[config.mk]
export PLATFORM = sky130hd
export DESIGN_NAME = turn_signal_ctrl
export DESIGN_NICKNAME = d
export VERILOG_FILES = /design/src/rtl/turn_signal_ctrl.sv
export SDC_FILE = /design/constraint.sdc
export NUM_CORES = 1
export LEC_CHECK = 0
export ABC_AREA = 0
export CORE_MARGIN = 2
export CORE_UTILIZATION = 60
export DETAILED_ROUTE_END_ITERATION = 8
export GPL_ROUTABILITY_DRIVEN = 0
export PLACE_DENSITY = 0.79
export SLEW_MARGIN = 20
export SYNTH_ARGS = -nofsm -noshare
export SYNTH_HDL_FRONTEND = slang
export SYNTH_SLANG_ARGS = --single-unit
[constraint.sdc]
create_clock -name clk -period 2.09 [get_ports clk]
set_input_delay 0.5225 -clock clk [delete_from_list [all_inputs] [get_ports clk]]
set_output_delay 0.5225 -clock clk [all_outputs]
set_load 0.02 [all_outputs]
[src/rtl/turn_signal_ctrl.sv]
// Tail-light front end: synchronizes and debounces the four lamp switches,
// arbitrates them into a lighting mode and drives the sequencer enables.
module turn_signal_ctrl #(
    parameter int DEBOUNCE   = 20,
    parameter int GAP_CYCLES = 2
) (
    input  logic       clk,
    input  logic       rst,
    input  logic       left_sw,
    input  logic       right_sw,
    input  logic       hazard_sw,
    input  logic       brake_sw,
    output logic       left_ena,
    output logic       right_ena,
    output logic       left_steady,
    output logic       right_steady,
    output logic [2:0] mode
);

    typedef enum logic [2:0] {
        IDLE  = 3'b000,
        LEFT  = 3'b001,
        RIGHT = 3'b010,
        HAZ   = 3'b011,
        GAP   = 3'b100
    } state_t;

    localparam logic [9:0] DB_LAST  = 10'(DEBOUNCE - 1);
    localparam logic [7:0] GAP_LOAD = 8'(GAP_CYCLES - 1);

    // bit order: 0 left, 1 right, 2 hazard, 3 brake
    logic [3:0] raw;
    logic [3:0] s1;
    logic [3:0] s2;
    logic [3:0] db;
    logic [9:0] cnt [4];

    state_t     state;
    state_t     next_state;
    state_t     req;
    logic [7:0] gap_cnt;
    logic [7:0] gap_next;
    logic       left_ena_next;
    logic       right_ena_next;
    logic       left_steady_next;
    logic       right_steady_next;

    assign raw  = {brake_sw, hazard_sw, right_sw, left_sw};
    assign mode = state;

    always_ff @(posedge clk or negedge rst) begin
        if (!rst) begin
            s1 <= '0;
            s2 <= '0;
        end else begin
            s1 <= raw;
            s2 <= s1;
        end
    end

    // A bounce back to the debounced value throws away all accumulated count.
    always_ff @(posedge clk or negedge rst) begin
        if (!rst) begin
            db <= '0;
            for (int i = 0; i < 4; i++) begin
                cnt[i] <= '0;
            end
        end else begin
            for (int i = 0; i < 4; i++) begin
                if (s2[i] == db[i]) begin
                    cnt[i] <= '0;
                end else if (cnt[i] == DB_LAST) begin
                    db[i]  <= s2[i];
                    cnt[i] <= '0;
                end else begin
                    cnt[i] <= cnt[i] + 10'd1;
                end
            end
        end
    end

    always_comb begin
        req = IDLE;
        if (db[2] || (db[0] && db[1])) begin
            req = HAZ;
        end else if (db[0]) begin
            req = LEFT;
        end else if (db[1]) begin
            req = RIGHT;
        end
    end

    always_comb begin
        next_state = state;
        gap_next   = gap_cnt;
        case (state)
            IDLE: begin
                next_state = req;
            end
            LEFT, RIGHT, HAZ: begin
                if (req == IDLE) begin
                    next_state = IDLE;
                end else if (req != state) begin
                    next_state = GAP;
                    gap_next   = GAP_LOAD;
                end
            end
            GAP: begin
                if (gap_cnt != 8'd0) begin
                    gap_next = gap_cnt - 8'd1;
                end else begin
                    next_state = req;
                end
            end
            default: begin
                next_state = IDLE;
            end
        endcase

        left_ena_next     = (next_state == LEFT) || (next_state == HAZ);
        right_ena_next    = (next_state == RIGHT) || (next_state == HAZ);
        left_steady_next  = db[3] && !left_ena_next;
        right_steady_next = db[3] && !right_ena_next;
    end

    // Outputs decode the next state so they switch on the same edge as mode.
    always_ff @(posedge clk or negedge rst) begin
        if (!rst) begin
            state        <= IDLE;
            gap_cnt      <= '0;
            left_ena     <= 1'b0;
            right_ena    <= 1'b0;
            left_steady  <= 1'b0;
            right_steady <= 1'b0;
        end else begin
            state        <= next_state;
            gap_cnt      <= gap_next;
            left_ena     <= left_ena_next;
            right_ena    <= right_ena_next;
            left_steady  <= left_steady_next;
            right_steady <= right_steady_next;
        end
    end

endmodule

==> out/metrics.yaml <==
slew_headroom_pct: 61.1
worst-slew-pin-transition_ns: 0.583
critPathMaxFanout: 10
dpl_cell_area_um2: 3300
htreeDepth: 3
drc_errors: 0
setup_tns_ns: 0
cts-buffers-inserted: 9
clock-root-buffer: "clkbuf_8"
cp_slowest_cell: "clkdlybuf4s50_1"
cts.path.max_buffers: 2
dp_hpwl_mm: 3.52
fmax_ghz: 0.507
path_clk_slew_ns: 0.07
async_reset_ff_share_pct: 100
grt_usage_pct: 20.9
end_kind: "primary output"
power.leakage_nw: 1.62
finalCritPeriodShare_pct: 94.5
post_drt_via_cell_ratio: 5.49
yosys.area.top_type_share_pct: 54.4
irDropWorstVdd_uv: 657
path_cells: "clkdlybuf4s50_1"
num_vias: 2101
ios: 13
hold_viol_final: 0
grt_max_degree: 68
grt_setup_unrepaired: "false"
synth-edff-count: 0
p_per_area_nw_per_um2: 744
synthTopCellsByCount: "67 x dfrtp_1, 51 x nor2_1, 30 x xor2_1"
chipHeight_um: 75.7
fin_crit_ns: 1.97
dieWidth_um: 75.7
cp_data_required_time_ns: 1.57
fp.coreArea_um2: 5040
routed_wl_mm: 5.11
diodes: 0
die_area_um2: 5730
antenna_found_initial: 0
first_global_vias: 1906
holdWs_ns: 0.195
clock_skew_ns: 0.00773
criticalPathCategory: "register to primary output"
cap_viol_max_count: 0
ant_nets: 0
overflow: 0
cts_setup_buffers: 0
post-synth-top-count-cell: "dfrtp_1"
netlist_instances: 289
grt_pass1_wl_mm: 8.69
ys_warn_count: 0
syn_area_per_cell_um2: 10.7
clock_sinks: 67
cts_tree: "yes"
synth.cell_area_um2: 3080
setup_violations: 0
synth_ff_type: "dfrtp_1"
start_kind: "register"
yosysTopAreaCell: "dfrtp_1"
rows: 26
initial_core_util_pct: 61.1
crit_arrival_ns: 1.45
port_buffers: 12
slowest_delay_ns: 0.64
critical_path.top_delay_family: "buffers and inverters"
hp-class: "input pin to asynchronous set/reset pin"
layout.nets: 320
fin_area_um2: 3520
synth_seq_cells: 67
drt_iter0_markers: 162
synthTopCellsByArea: "dfrtp_1 54%, xor2_1 8.5%, nor2_1 6.2%"
crit_buf_inv: 1
drt_pass1_iterations: 4
insertion_delay_ns: 0.34
ys_types: 45
syn_to_final_growth_pct: 14.2
yosysSeqAreaShare_pct: 54.4
wire_per_inst_um: 13.3
status: "completed"
drive_gt1_share_pct: 11.2
final_max_slew_viol_count: 0
fillers: 374
synth_nets: 301
-- flip-flops by register name, indices dropped and copies added (netlist names) --
signal,flops
gap_cnt,8
mode,3
right_steady,1
cnt,40
s1,4
db,4
left_steady,1
right_ena,1
s2,4
left_ena,1
-- routing by layer --
layer	up-vias	part of all wire [%]	track usage, %
met1	1019	46	27.3
met5	-	0	0
met3	6	3.9	8.73
met2	40	49	32.0
met4	0	1.2	6.43
li1	1036	-	-
-- power breakdown --
part	total (mW)	leakage [nW]	internal [mW]	switching, mW
Clock	1.17	0.111	0.705	0.464
Sequential	1.35	0.904	1.32	0.0293
Combinational	0.0953	0.604	0.0388	0.0565
-- metrics by stage --
step	utilization, %	std cells	setup slack, ns	power [mW]
finish	69.8	383	0.116	2.62
global route	69.8	383	0.0620	2.74
CTS	69.7	383	0.00195	2.66
detailed placement	65.4	367	0.214	1.48
global placement	65.4	367	0.243	1.47
floorplan	-	289	0.265	1.42
-- worst paths after layout --
| path | start | to | slack (ns) | depth (start not counted) |
|---|---|---|---|---|
| max | mode[0] | mode[0] | 0.12 | 1 |
| min | rst | cnt[33] | 0.19 | 2 |
| max reg2reg | cnt[27] | db[1] | 0.20 | 3 |
| min reg2reg | s1[2] | s2[2] | 0.35 | 0 |
| max in group asynchronous | rst | mode[2] | 1.61 | 2 |
| min in group clk | s1[2] | s2[2] | 0.35 | 0 |
-- area by class of cell --
cell class	instances	area, um^2	share of cell area, %
clock buffers	12	145	4.12
clock inverters	4	73.8	2.10
inverters	10	37.5	1.07
multi-input cells	204	1340	38.0
flip-flops and latches	67	1680	47.7
well taps	70	87.6	2.49
repair buffers	16	160	4.55
-- layout by cell type, fill, tap and decap left out, types with 6 or more instances in the layout --
cell / Yosys / layout
a21oi_1: 6 / 6
and3_1: 7 / 7
clkbuf_8: 0 / 10
clkdlybuf4s50_1: 0 / 10
dfrtp_1: 67 / 65
ha_1: 6 / 6
inv_1: 10 / 10
nand2_1: 16 / 16
nand3_1: 12 / 12
nand4_1: 12 / 12
nor2_1: 51 / 51
xnor2_1: 9 / 9
xor2_1: 30 / 30
-- what timing repair did --
item | in CTS | in global routing
resized for setup | 1 | 2
hold buffers | 0 | 0
pin swaps | 0 | 0
endpoints found under the setup margin | 1 | 2
-- kinds of logic after synthesis --
group | share of synthesized area, %
muxes | 1.22
buffers and inverters | 2.23
AOI/OAI and AO/OA | 6.66
adders and majority gates | 2.44
DFF | 54.4
xor gates and xnor gates | 11.1
and+or+nand+nor | 22.0
No activity file was read; power rests on OpenSTA's default activity.
